[config.mk]
export PLATFORM = sky130hd
export DESIGN_NAME = mc_ctrl_unit
export DESIGN_NICKNAME = d
export VERILOG_FILES = /design/src/rtl/mc_ctrl_unit.sv
export SDC_FILE = /design/constraint.sdc
export NUM_CORES = 1
export LEC_CHECK = 0
export ABC_AREA = 1
export CAP_MARGIN = 40
export CELL_PAD_IN_SITES_DETAIL_PLACEMENT = 0
export CELL_PAD_IN_SITES_GLOBAL_PLACEMENT = 2
export CORE_ASPECT_RATIO = 1.75
export CORE_MARGIN = 2
export CORE_UTILIZATION = 28
export CTS_CLUSTER_DIAMETER = 50
export DETAILED_ROUTE_END_ITERATION = 10
export GPL_ROUTABILITY_DRIVEN = 0
export PLACE_DENSITY_LB_ADDON = 0.1
export SYNTH_ARGS = -nofsm -noshare
export SYNTH_HDL_FRONTEND = slang
export SYNTH_SLANG_ARGS = --single-unit
[constraint.sdc]
create_clock -name clk_i -period 2.4 [get_ports clk_i]
set_input_delay 0.36 -clock clk_i [delete_from_list [all_inputs] [get_ports clk_i]]
set_output_delay 0.36 -clock clk_i [all_outputs]
set_load 0.1 [all_outputs]
[src/rtl/mc_ctrl_unit.sv]
// Multi-cycle MIPS-subset control unit: sequences fetch/decode/execute/memory/
// writeback, decodes the opcode into per-state datapath controls, counts retired and illegal instructions.
module mc_ctrl_unit #(
  parameter int OP_W    = 6,
  parameter int ALUOP_W = 3,
  parameter int CNT_W   = 32,
  parameter bit EN_JUMP = 1'b1
) (
  input  logic               clk_i,
  input  logic               rst_i,
  input  logic [OP_W-1:0]    instr_op_i,
  input  logic               zero_i,
  input  logic               mem_ready_i,
  output logic               PC_en_o,
  output logic               IorD_o,
  output logic               MemRead_o,
  output logic               MemWrite_o,
  output logic               IRWrite_o,
  output logic               MemtoReg_o,
  output logic [1:0]         PCSource_o,
  output logic [ALUOP_W-1:0] ALU_op_o,
  output logic               ALUSrcA_o,
  output logic [1:0]         ALUSrcB_o,
  output logic               RegWrite_o,
  output logic               RegDst_o,
  output logic [3:0]         state_o,
  output logic               illegal_o,
  output logic [CNT_W-1:0]   retired_o,
  output logic [CNT_W-1:0]   illegal_cnt_o
);

  typedef enum logic [3:0] {
    S_FETCH     = 4'd0,
    S_DECODE    = 4'd1,
    S_R_EXEC    = 4'd2,
    S_R_WB      = 4'd3,
    S_I_EXEC    = 4'd4,
    S_I_WB      = 4'd5,
    S_MEM_ADDR  = 4'd6,
    S_MEM_READ  = 4'd7,
    S_MEM_WB    = 4'd8,
    S_MEM_WRITE = 4'd9,
    S_BRANCH    = 4'd10,
    S_JUMP      = 4'd11,
    S_ILLEGAL   = 4'd12
  } state_t;

  localparam logic [OP_W-1:0] OP_R     = OP_W'(0);
  localparam logic [OP_W-1:0] OP_J     = OP_W'(2);
  localparam logic [OP_W-1:0] OP_BEQ   = OP_W'(4);
  localparam logic [OP_W-1:0] OP_BNE   = OP_W'(5);
  localparam logic [OP_W-1:0] OP_ADDI  = OP_W'(8);
  localparam logic [OP_W-1:0] OP_SLTIU = OP_W'(9);
  localparam logic [OP_W-1:0] OP_ORI   = OP_W'(13);
  localparam logic [OP_W-1:0] OP_LUI   = OP_W'(15);
  localparam logic [OP_W-1:0] OP_LW    = OP_W'(35);
  localparam logic [OP_W-1:0] OP_SW    = OP_W'(43);

  localparam logic [ALUOP_W-1:0] ALU_R     = ALUOP_W'(0);
  localparam logic [ALUOP_W-1:0] ALU_BEQ   = ALUOP_W'(1);
  localparam logic [ALUOP_W-1:0] ALU_BNE   = ALUOP_W'(2);
  localparam logic [ALUOP_W-1:0] ALU_ADD   = ALUOP_W'(3);
  localparam logic [ALUOP_W-1:0] ALU_SLTIU = ALUOP_W'(4);
  localparam logic [ALUOP_W-1:0] ALU_ORI   = ALUOP_W'(5);
  localparam logic [ALUOP_W-1:0] ALU_LUI   = ALUOP_W'(6);

  state_t             state_q, state_d;
  logic [CNT_W-1:0]   retired_q, retired_d;
  logic [CNT_W-1:0]   illegal_cnt_q, illegal_cnt_d;
  logic               retire;

  always_ff @(posedge clk_i) begin
    if (rst_i) begin
      state_q       <= S_FETCH;
      retired_q     <= '0;
      illegal_cnt_q <= '0;
    end else begin
      state_q       <= state_d;
      retired_q     <= retired_d;
      illegal_cnt_q <= illegal_cnt_d;
    end
  end

  always_comb begin
    state_d       = state_q;
    illegal_cnt_d = illegal_cnt_q;
    retire        = 1'b0;
    PC_en_o       = 1'b0;
    IorD_o        = 1'b0;
    MemRead_o     = 1'b0;
    MemWrite_o    = 1'b0;
    IRWrite_o     = 1'b0;
    MemtoReg_o    = 1'b0;
    PCSource_o    = 2'b00;
    ALU_op_o      = ALU_R;
    ALUSrcA_o     = 1'b0;
    ALUSrcB_o     = 2'b00;
    RegWrite_o    = 1'b0;
    RegDst_o      = 1'b0;
    illegal_o     = 1'b0;
    case (state_q)
      S_FETCH: begin
        MemRead_o = 1'b1;
        ALUSrcB_o = 2'b01;
        ALU_op_o  = ALU_ADD;
        IRWrite_o = mem_ready_i;
        PC_en_o   = mem_ready_i;
        if (mem_ready_i) state_d = S_DECODE;
      end
      S_DECODE: begin
        // Speculatively compute the branch target into ALUOut.
        ALUSrcB_o = 2'b11;
        ALU_op_o  = ALU_ADD;
        if (instr_op_i == OP_R)
          state_d = S_R_EXEC;
        else if (instr_op_i == OP_LW || instr_op_i == OP_SW)
          state_d = S_MEM_ADDR;
        else if (instr_op_i == OP_BEQ || instr_op_i == OP_BNE)
          state_d = S_BRANCH;
        else if (instr_op_i == OP_ADDI || instr_op_i == OP_SLTIU ||
                 instr_op_i == OP_ORI  || instr_op_i == OP_LUI)
          state_d = S_I_EXEC;
        else if (EN_JUMP && instr_op_i == OP_J)
          state_d = S_JUMP;
        else
          state_d = S_ILLEGAL;
      end
      S_R_EXEC: begin
        ALUSrcA_o = 1'b1;
        state_d   = S_R_WB;
      end
      S_R_WB: begin
        RegWrite_o = 1'b1;
        RegDst_o   = 1'b1;
        retire     = 1'b1;
        state_d    = S_FETCH;
      end
      S_I_EXEC: begin
        ALUSrcA_o = 1'b1;
        ALUSrcB_o = 2'b10;
        case (instr_op_i)
          OP_SLTIU: ALU_op_o = ALU_SLTIU;
          OP_ORI:   ALU_op_o = ALU_ORI;
          OP_LUI:   ALU_op_o = ALU_LUI;
          default:  ALU_op_o = ALU_ADD;
        endcase
        state_d = S_I_WB;
      end
      S_I_WB: begin
        RegWrite_o = 1'b1;
        retire     = 1'b1;
        state_d    = S_FETCH;
      end
      S_MEM_ADDR: begin
        ALUSrcA_o = 1'b1;
        ALUSrcB_o = 2'b10;
        ALU_op_o  = ALU_ADD;
        state_d   = (instr_op_i == OP_LW) ? S_MEM_READ : S_MEM_WRITE;
      end
      S_MEM_READ: begin
        MemRead_o = 1'b1;
        IorD_o    = 1'b1;
        if (mem_ready_i) state_d = S_MEM_WB;
      end
      S_MEM_WB: begin
        RegWrite_o = 1'b1;
        MemtoReg_o = 1'b1;
        retire     = 1'b1;
        state_d    = S_FETCH;
      end
      S_MEM_WRITE: begin
        MemWrite_o = 1'b1;
        IorD_o     = 1'b1;
        if (mem_ready_i) begin
          retire  = 1'b1;
          state_d = S_FETCH;
        end
      end
      S_BRANCH: begin
        ALUSrcA_o  = 1'b1;
        PCSource_o = 2'b01;
        if (instr_op_i == OP_BEQ) begin
          ALU_op_o = ALU_BEQ;
          PC_en_o  = zero_i;
        end else begin
          ALU_op_o = ALU_BNE;
          PC_en_o  = ~zero_i;
        end
        retire  = 1'b1;
        state_d = S_FETCH;
      end
      S_JUMP: begin
        PCSource_o = 2'b10;
        PC_en_o    = 1'b1;
        retire     = 1'b1;
        state_d    = S_FETCH;
      end
      S_ILLEGAL: begin
        // PC was already advanced in FETCH, so the instruction is simply skipped.
        illegal_o     = 1'b1;
        illegal_cnt_d = illegal_cnt_q + CNT_W'(1);
        state_d       = S_FETCH;
      end
      default: state_d = S_FETCH;
    endcase
    retired_d = retire ? retired_q + CNT_W'(1) : retired_q;
  end

  assign state_o       = state_q;
  assign retired_o     = retired_q;
  assign illegal_cnt_o = illegal_cnt_q;

endmodule

==> impl_metrics.toml <==
[pwr]
irDropWorstVdd_mv = 0.4632
p_per_area_nw_per_um2 = 663.0
fin_total_pwr_w = 0.003911
total_leakage_power_nw = 2.304

[timing]
maxSlewViolCount = 0
fmaxAchievable_mhz = 463.0
grt_setup_unrepaired = "false"
worst_slew_margin_rel = 0.6167
fin_hold_ws_ns = 0.4689
tightest_slew_ns = 0.5750
finalClockSkew_ns = 0.01359
fin_setup_tns_ns = 0
timing_hold_violations_final = 0
finalSetupViolCount = 0
period_utilisation_layout = 0.9000
fin_crit_ns = 2.160

[drt]
antenna_left = 0
avgViaCountPerCell = 4.664
avgRoutedWirePerCell_microns = 14.66
detailroute.via_count = 4949
dr.first_iter.drc_count = 146
drc_violations = 0
detailedRoute.firstPassIterationCount = 6
wirelength_microns = 15550

[yosys]
synth.cell_area_sq_um = 4457
top_flip_flop_cell_by_instance_count_after_synthesis = "dfxtp_1"
syn_avg_cell_area_sq_um = 5.788
edff_count_synth = 0
yosys_warnings = 0
sequential_area_share_after_synthesis = 0.3054
postSynthNetCount = 782
synthesis.instances = 770
synthesized_flop_and_latch_total = 68
ys_async_sr_fraction = 0
synth_unique_cells = 36

[global_routing]
grt_first_pass_wirelength_microns = 24650
vias_in_the_first_global_route = 4730
maximum_number_of_pins_on_one_net_before_global_route_repair = 43
number_of_antenna_violations_at_the_first_check_in_global_routing = 0
grt_overflow_total = 0
global_route_usage_over_all_layers = 0.1858

[worst_setup_path]
critPathMaxFanout = 3
worst_setup_sp_type = "input port"
cpLargestDelayFamily = "simple AND/OR/NAND/NOR gates"
critical_path.reg2reg.startpoint = "retired_o[10]"
critical_path_arrival_ns = 1.80
required_ns = 2.04
number_of_buffers_and_inverters_on_the_critical_path = 2
critPathMaxStageDelay_ns = 0.42
criticalPathCategory = "in2out"
crit_chain = "clkdlybuf4s50_1 -> nor2_1 -> and3_1 -> nand3_1 -> nand2_1 -> nand2_1 -> nand2_1 -> nand3b_1 -> buf_12"
crit_start = "instr_op_i[5]"
path_common_cell = "nand2_1"
critical_path.slowest_cell = "clkdlybuf4s50_1"
critical_path.endpoint_type = "primary output"

[cts]
cts.repair_timing.setup_buffer_count = 0
clk_transition_reported_paths_ns = 0.07
clk_root_buffer_cell = "clkbuf_16"
tritoncts = "done"
cts_htree_levels = 3
clock_sinks = 68
cts_resizes = 0
hold_buffers = 0
clock_tree.buffer_depth = 2
tritoncts.num_buffers = 9
worstSkewPairLatency_ns = 0.34

[final_layout]
layout.cells.most_common = "nand2_1"
fin_util = 0.3751
most-common-layout-cells = "269 x nand2_1, 146 x nor2_1, 81 x buf_4, 72 x inv_1, 64 x dfxtp_1"
drive_gt1_frac = 0.1789
syn_to_final_growth_pct = 32.34
num-fill-cells = 1774
finish.net_count = 879
antennaDiodeCount = 0

[place]
port_buffers = 94
place_hpwl_microns = 12330

[die]
die-width_microns = 99.37
die_h_microns = 170.9
dieArea_sq_um = 16980
start_util = 0.2835
num_io_pins = 95
std_cell_rows = 61
fp.coreArea_sq_um = 15720

[min_path]
holdCritStartpoint = "rst_i"
worstHoldPathType = "in2reg"

[flow_run]
max_cap_violations = 0

[outcome]
run_status = "finished, final reports clean"
cells in the mapped netlist, drive strengths merged (2+ instances only):
library cell | instances | area share
xor2 | 10 | 0.020
ha | 2 | 0.0056
nand3 | 57 | 0.064
o21a | 3 | 0.0051
inv | 80 | 0.068
xnor2 | 4 | 0.0079
nor2 | 158 | 0.14
buf | 9 | 0.017
a21oi | 54 | 0.067
dfxtp | 68 | 0.31
nand4 | 14 | 0.021
clkbuf | 6 | 0.0051
nand2 | 282 | 0.24
o21ai | 13 | 0.015
registers in the layout, summed over array words and instances, names as in the netlist:
register and cells:
retired_o 32, illegal_cnt_o 32, state_o 4
stage by stage:
stage | setup WS (ns) | instances | cell area, sq um
4_1_cts | 0.2326 | 1061 | 5898
6_report | 0.2400 | 1061 | 5898
2_1_floorplan | -0.1044 | 770 | 4529
5_1_grt | 0.1368 | 1061 | 5898
3_5_place_dp | 0.2438 | 1045 | 5574
3_3_place_gp | 0.2462 | 1044 | 5559
layer usage:
metal | up-vias | global-route usage | wire [microns]
li1 | 2619 | - | -
met1 | 2209 | 0.1894 | 5826
met2 | 108 | 0.3807 | 9018
met3 | 13 | 0.02410 | 469
met4 | 0 | 0.05360 | 239
met5 | - | 0 | 0
power by group:
group,internal (W),switching (W)
Combinational,0.000314,0.000911
Sequential,0.00115,0.0000402
Clock,0.000924,0.000566
Total,0.00239,0.00152
path summary, 6_finish.rpt:
path	endpoint	slack [ns]	depth (start not counted)
worst max-delay path	ALU_op_o[0]	0.24	9
worst min-delay path	retired_o[7]	0.47	4
worst max register to register	retired_o[29]	0.60	9
worst min register to register	retired_o[31]	0.50	2
worst min-delay path: stages:
cell,delay [ns]
buf_2,0.09
inv_1,0.17
nand2_1,0.12
nor2_1,0.03
layout make-up:
| class | instances | area, sq um | area share |
|---|---|---|---|
| Clock inverter | 6 | 95.09 | 0.01612 |
| Tap cell | 189 | 236.5 | 0.04009 |
| Clock buffer | 10 | 229.0 | 0.03882 |
| Timing Repair Buffer | 101 | 908.4 | 0.1540 |
| Sequential cell | 68 | 1376 | 0.2333 |
| Inverter | 81 | 306.5 | 0.05197 |
| Multi-Input combinational cell | 606 | 2746 | 0.4656 |
cells by family after synthesis:
kind of cell,synth area share
compound gates,0.09265
xor+xnor,0.02751
fa+ha+maj,0.005614
buf+inv,0.09124
flops,0.3054
simple gates,0.4775
No activity file was read; power rests on OpenSTA's default activity.
